===== src/rtl/robo_navegador_param.sv =====
// -----------------------------------------------------------------------------
// robo_navegador_param
//
// Pipe-map navigation controller using a left-hand wall-following rule.
// Debris in front of the robot is removed internally: `recolher_entulho` is
// held for a class-dependent number of cycles (REM_LEVE/REM_MEDIO/REM_PESADO)
// and then the decision logic resumes. Decisions fire every cycle in
// continuous mode, or only on a `step` pulse in step mode.
//
// Optional feature macro: ROBO_WATCHDOG_EN
//   defined   : counts consecutive left turns with no advance or removal in
//               between; WDOG_GIROS of them send the FSM to ERRO and raise
//               the sticky `anomalia` flag.
//   undefined : no turn counter is built and `anomalia` is tied low.
//
// Ports
//   clock            rising-edge clock
//   reset            asynchronous, active-low reset
//   iniciar          start pulse (only honoured in ESPERA)
//   head/left        wall ahead / wall on the left
//   under            robot stands on a black (start/end) cell
//   barrier, classe  debris ahead and its class (0 treated as light)
//   step_mode, step  step execution mode and its advance pulse
//   avancar, girar   one-cycle motion pulses (forward / rotate left)
//   recolher_entulho held high while debris is being removed
//   ocupado          high outside ESPERA, FIM and ERRO
//   fim, anomalia    sticky end-of-pipe / watchdog flags
// -----------------------------------------------------------------------------
module robo_navegador_param #(
    parameter int REM_LEVE   = 3,
    parameter int REM_MEDIO  = 6,
    parameter int REM_PESADO = 9,
    parameter int CNT_W      = 4,
    parameter int WDOG_GIROS = 4
) (
    input  logic       clock,
    input  logic       reset,
    input  logic       iniciar,
    input  logic       head,
    input  logic       left,
    input  logic       under,
    input  logic       barrier,
    input  logic [1:0] classe,
    input  logic       step_mode,
    input  logic       step,
    output logic       avancar,
    output logic       girar,
    output logic       recolher_entulho,
    output logic       ocupado,
    output logic       fim,
    output logic       anomalia
);

    typedef enum logic [2:0] {
        ESPERA = 3'd0,
        DECIDE = 3'd1,
        REMOVE = 3'd2,
        FIM    = 3'd3,
        ERRO   = 3'd4
    } estado_t;

    estado_t          estado_r, estado_s;
    logic [CNT_W-1:0] cnt_r, cnt_s;
    logic             ultimo_giro_r, ultimo_giro_s;
    logic             saiu_inicio_r, saiu_inicio_s;
    logic             avancar_r, avancar_s;
    logic             girar_r, girar_s;
    logic             recolher_r, recolher_s;
    logic             ocupado_r, ocupado_s;
    logic             fim_r, fim_s;
    logic             dispara_s;
    logic             wdog_trip_s;

    // Removal duration for a debris class; class 0 is handled as light debris.
    function automatic logic [CNT_W-1:0] rem_ciclos(input logic [1:0] cls);
        logic [CNT_W-1:0] n;
        case (cls)
            2'd2:    n = CNT_W'(REM_MEDIO);
            2'd3:    n = CNT_W'(REM_PESADO);
            default: n = CNT_W'(REM_LEVE);
        endcase
        return n;
    endfunction

    assign dispara_s = ~step_mode | step;

`ifdef ROBO_WATCHDOG_EN
    localparam int WG_W = $clog2(WDOG_GIROS + 1);

    logic [WG_W-1:0] giros_r, giros_s;
    logic            anomalia_r;

    assign wdog_trip_s = (giros_r == WG_W'(WDOG_GIROS));
    assign anomalia    = anomalia_r;

    // Consecutive-turn counter: any advance or removal breaks the streak.
    always_comb begin
        giros_s = giros_r;
        if (avancar_s || (estado_s == REMOVE)) begin
            giros_s = '0;
        end else if (girar_s && !wdog_trip_s) begin
            giros_s = giros_r + WG_W'(1);
        end else begin
            giros_s = giros_r;
        end
    end

    // Watchdog registers; anomalia rises together with the entry into ERRO.
    always_ff @(posedge clock or negedge reset) begin
        if (!reset) begin
            giros_r    <= '0;
            anomalia_r <= 1'b0;
        end else begin
            giros_r    <= giros_s;
            anomalia_r <= anomalia_r | (estado_s == ERRO);
        end
    end
`else
    assign wdog_trip_s = 1'b0;
    assign anomalia    = 1'b0;
`endif

    // Next-state and next-output logic of the navigation FSM.
    always_comb begin
        estado_s      = estado_r;
        cnt_s         = cnt_r;
        ultimo_giro_s = ultimo_giro_r;
        saiu_inicio_s = saiu_inicio_r;
        avancar_s     = 1'b0;
        girar_s       = 1'b0;
        recolher_s    = 1'b0;

        case (estado_r)
            ESPERA: begin
                if (iniciar) begin
                    estado_s = DECIDE;
                end else begin
                    estado_s = ESPERA;
                end
            end
            DECIDE: begin
                // The watchdog trips on the cycle after the last counted turn,
                // independently of step gating.
                if (wdog_trip_s) begin
                    estado_s = ERRO;
                end else if (dispara_s) begin
                    if (under && saiu_inicio_r) begin
                        estado_s = FIM;
                    end else if (barrier) begin
                        cnt_s      = rem_ciclos(classe);
                        recolher_s = 1'b1;
                        estado_s   = REMOVE;
                    end else if (!left && !ultimo_giro_r) begin
                        // ultimo_giro stops a second left turn into the same gap.
                        girar_s       = 1'b1;
                        ultimo_giro_s = 1'b1;
                    end else if (!head) begin
                        avancar_s     = 1'b1;
                        ultimo_giro_s = 1'b0;
                        saiu_inicio_s = 1'b1;
                    end else begin
                        girar_s       = 1'b1;
                        ultimo_giro_s = 1'b1;
                    end
                end else begin
                    estado_s = DECIDE;
                end
            end
            REMOVE: begin
                // Counter was loaded with N while recolher rose; leaving at
                // count 1 keeps recolher high for exactly N cycles.
                if (cnt_r <= CNT_W'(1)) begin
                    cnt_s      = '0;
                    recolher_s = 1'b0;
                    estado_s   = DECIDE;
                end else begin
                    cnt_s      = cnt_r - CNT_W'(1);
                    recolher_s = 1'b1;
                end
            end
            FIM: begin
                estado_s = FIM;
            end
            ERRO: begin
                estado_s = ERRO;
            end
            default: begin
                estado_s = ESPERA;
                cnt_s    = '0;
            end
        endcase

        ocupado_s = (estado_s == DECIDE) || (estado_s == REMOVE);
        fim_s     = fim_r | (estado_s == FIM);
    end

    // State and registered outputs.
    always_ff @(posedge clock or negedge reset) begin
        if (!reset) begin
            estado_r      <= ESPERA;
            cnt_r         <= '0;
            ultimo_giro_r <= 1'b0;
            saiu_inicio_r <= 1'b0;
            avancar_r     <= 1'b0;
            girar_r       <= 1'b0;
            recolher_r    <= 1'b0;
            ocupado_r     <= 1'b0;
            fim_r         <= 1'b0;
        end else begin
            estado_r      <= estado_s;
            cnt_r         <= cnt_s;
            ultimo_giro_r <= ultimo_giro_s;
            saiu_inicio_r <= saiu_inicio_s;
            avancar_r     <= avancar_s;
            girar_r       <= girar_s;
            recolher_r    <= recolher_s;
            ocupado_r     <= ocupado_s;
            fim_r         <= fim_s;
        end
    end

    assign avancar          = avancar_r;
    assign girar            = girar_r;
    assign recolher_entulho = recolher_r;
    assign ocupado          = ocupado_r;
    assign fim              = fim_r;

endmodule


===== config.mk =====
export PLATFORM = sky130hd
export DESIGN_NAME = robo_navegador_param
export DESIGN_NICKNAME = d
export VERILOG_FILES = /design/src/rtl/robo_navegador_param.sv
export SDC_FILE = /design/constraint.sdc
export NUM_CORES = 1
export LEC_CHECK = 0
export CORE_UTILIZATION = 30
export CTS_CLUSTER_DIAMETER = 80
export DETAILED_ROUTE_END_ITERATION = 12
export PLACE_DENSITY = 0.62
export REMOVE_ABC_BUFFERS = 1
export SETUP_SLACK_MARGIN = 0.5
export SKIP_CTS_REPAIR_TIMING = 1
export SLEW_MARGIN = 20
export SYNTH_ARGS = -nofsm -noshare
export SYNTH_HDL_FRONTEND = slang
export SYNTH_SLANG_ARGS = --single-unit

===== constraint.sdc =====
create_clock -name clock -period 4.6 [get_ports clock]
set_input_delay 0.69 -clock clock [delete_from_list [all_inputs] [get_ports clock]]
set_output_delay 0.69 -clock clock [all_outputs]
set_load 0.01 [all_outputs]

==> results.md <==
- Status: finished, final reports clean
- Multi-input logic area: 375 um^2
- Net count, final: 104
- Max Clock Skew: 0.00480 ns
- Share of cells above drive strength 1: 0.122
- Synth Warn #: 0
- RSZ-0062 raised after global routing: false
- Sequential Area: 350 um^2
- Leak Pwr: 0.000410 uW
- Final ANT Viol Nets: 0
- 1st-iter DRT viols: 10
- Number of global-route vias before repair: 590
- Avg Cell Area, Syn: 10.4 um^2
- CTS tree: yes
- PortBufs: 15
- Worst slew margin: 0.521
- Worst hold start: fim
- Rows: 17
- Chip height: 52.6 um
- Slew Limit Fails: 0
- Critical Path Start: barrier
- Netlist cell types: 34
- Die area: 0.00276 mm^2
- Crit path launch type: primary input
- Chip width: 52.6 um
- Worst Path Max Fanout: 4
- Seq cells post-synth: 14
- Worst slew pin tran: 0.709 ns
- Required @ worst endpoint: 4.78 ns
- Clk root buf: clkbuf_4
- Largest net degree at the start of global routing: 15
- Vias/cell: 4.95
- Cts bufs inserted: 3
- Period utilisation layout: 0.491
- Worst VDD drop: 0.181 mV
- Clk_lat worst skew: 0.28 ns
- Setup violations, final: 0
- Area share of the largest cell type after synthesis: 0.457
- Total negative slack: 0 ns
- Tightest Hold Check Type: flop to flop
- # IOs: 17
- Crit path arrival time: 2.44 ns
- Primary FF master, synth: dfrtp_1
- Most numerous cell in the Yosys netlist: dfrtp_1
- Clock sink count: 14
- Tot GR Track Use: 0.136
- Maxcap violations: 0
- Routed wire per std cell: 12.4 um
- PwrDens: 367 mW/mm^2
- Area of the core: 0.00232 mm^2
- First-pass GRT wire length: 2.65 mm
- GP Congestion: 0.791
- Most common library cells after synthesis: 14 x dfrtp_1, 5 x inv_1, 5 x nor2_1, 5 x nor2b_1
- Drt first pass iters: 2
- Syn-to-layout area delta: 25.9%
- Clk pin slew, worst setup/hold paths: 0.09 ns
- R2R Path Start: cnt_r[0]
- Crit Path Category: primary input to flop
- Peak Freq: 443 MHz
- Sequential share of the synthesized area: 0.457
- WL final: 1.47 mm
- CP Capture Type: flop
- Starting Density: 0.331
- Placed cells: 114
- Post-Synthesis Cells: 74
- ANT cells: 0
- Via count: 584
- Post-DP HPWL: 1.12 mm
- GR Overflow Total: 0
- Final hold vios: 0
- Ys async rst share: 1.00
- Layout Cells excl Fill: 118
- EDFF count, synth: 0
- DRC Markers: 0
- Mapped Area: 767 um^2
- Initial antenna violation count: 0
- H-tree depth: 1
- Clock buffer depth: 2
- Top cells by area, synth: dfrtp_1 46%, a22o_1 4.6%, nor2b_1 4.1%, ha_1 3.3%, o22ai_1 3.3%
- Min cycle time layout: 2.26 ns
- Fill count: 229
- Yosys top cell by area: dfrtp_1
final cells by class:
cell class | instances | share of cell area
sequential | 14 | 0.363
clock buffer | 4 | 0.0376
multi-input combinational | 52 | 0.389
timing repair buffer | 15 | 0.155
inverter | 5 | 0.0194
tap | 28 | 0.0363
metal layers:
metal | share of wire | up-vias | track usage
met4 | 0 | 0 | 0.0526
met5 | 0 | - | 0
met2 | 0.44 | 9 | 0.209
li1 | - | 298 | -
met3 | 0.027 | 0 | 0.0261
met1 | 0.53 | 277 | 0.185
state kept, by name, indices dropped and copies added, names as in the netlist:
| register | cells |
|---|---|
| fim | 1 |
| avancar | 1 |
| saiu_inicio_r | 1 |
| ultimo_giro_r | 1 |
| cnt_r | 4 |
| recolher_entulho | 1 |
| estado_r | 3 |
| girar | 1 |
| ocupado | 1 |
metrics by stage:
| step | total power, uW | hold WS [ns] | cell area, um^2 | util | worst slack (ns) |
|---|---|---|---|---|---|
| after floorplan | 238 | 0.394 | 744 | - | 2.76 |
| after global placement | 265 | 0.443 | 930 | 0.401 | 2.00 |
| after detailed placement | 267 | 0.454 | 930 | 0.401 | 2.02 |
| after CTS | 358 | 0.475 | 966 | 0.417 | 2.31 |
| after global routing | 381 | 0.483 | 966 | 0.417 | 2.20 |
| final | 355 | 0.465 | 966 | 0.417 | 2.34 |
worst max-delay path: stages:
cell and delay [ns]:
clkdlybuf4s50_1 0.47, a21bo_2 0.24, nor4b_1 0.60, or3_1 0.22
inv_1 0.05, a21o_1 0.17
where the power goes:
part | switching [uW] | internal [uW] | total, uW
clock network | 41.7 | 48.1 | 89.8
registers | 22.1 | 146 | 169
logic | 45.9 | 50.7 | 96.6
total | 110 | 245 | 355
logic make-up after synthesis:
| group | count (synthesis) | synth area share |
|---|---|---|
| adders and majority gates | 2 | 0.0326 |
| AOI/OAI and AO/OA | 20 | 0.204 |
| DFF | 14 | 0.457 |
| and+or+nand+nor | 28 | 0.233 |
| other | 1 | 0.00489 |
| muxes | 1 | 0.0147 |
| buffers and inverters | 8 | 0.0538 |
final timing paths:
kind / end / slack (ns) / depth (start not counted)
max in group asynchronous: avancar / 3.37 / 1
min reg2reg: fim / 0.46 / 1
min in group asynchronous: cnt_r[3] / 0.81 / 1
max: fim / 2.34 / 6
min: fim / 0.46 / 1
max reg2reg: cnt_r[2] / 2.68 / 6
cells in the final DEF (no fill, tap or decap), types with 2 or more instances in the layout:
master and count:
nor2_1 5, nand2b_1 2, clkbuf_4 3, ha_1 2, o22ai_1 4, clkdlybuf4s50_1 15, nor2b_1 5, dfrtp_1 14
o21bai_1 2, nor3b_1 2, a22o_1 4, a21oi_1 2, or3b_4 2, nand2_1 3, inv_1 5, nor3_1 2
Power figures use the tool's default switching activity.
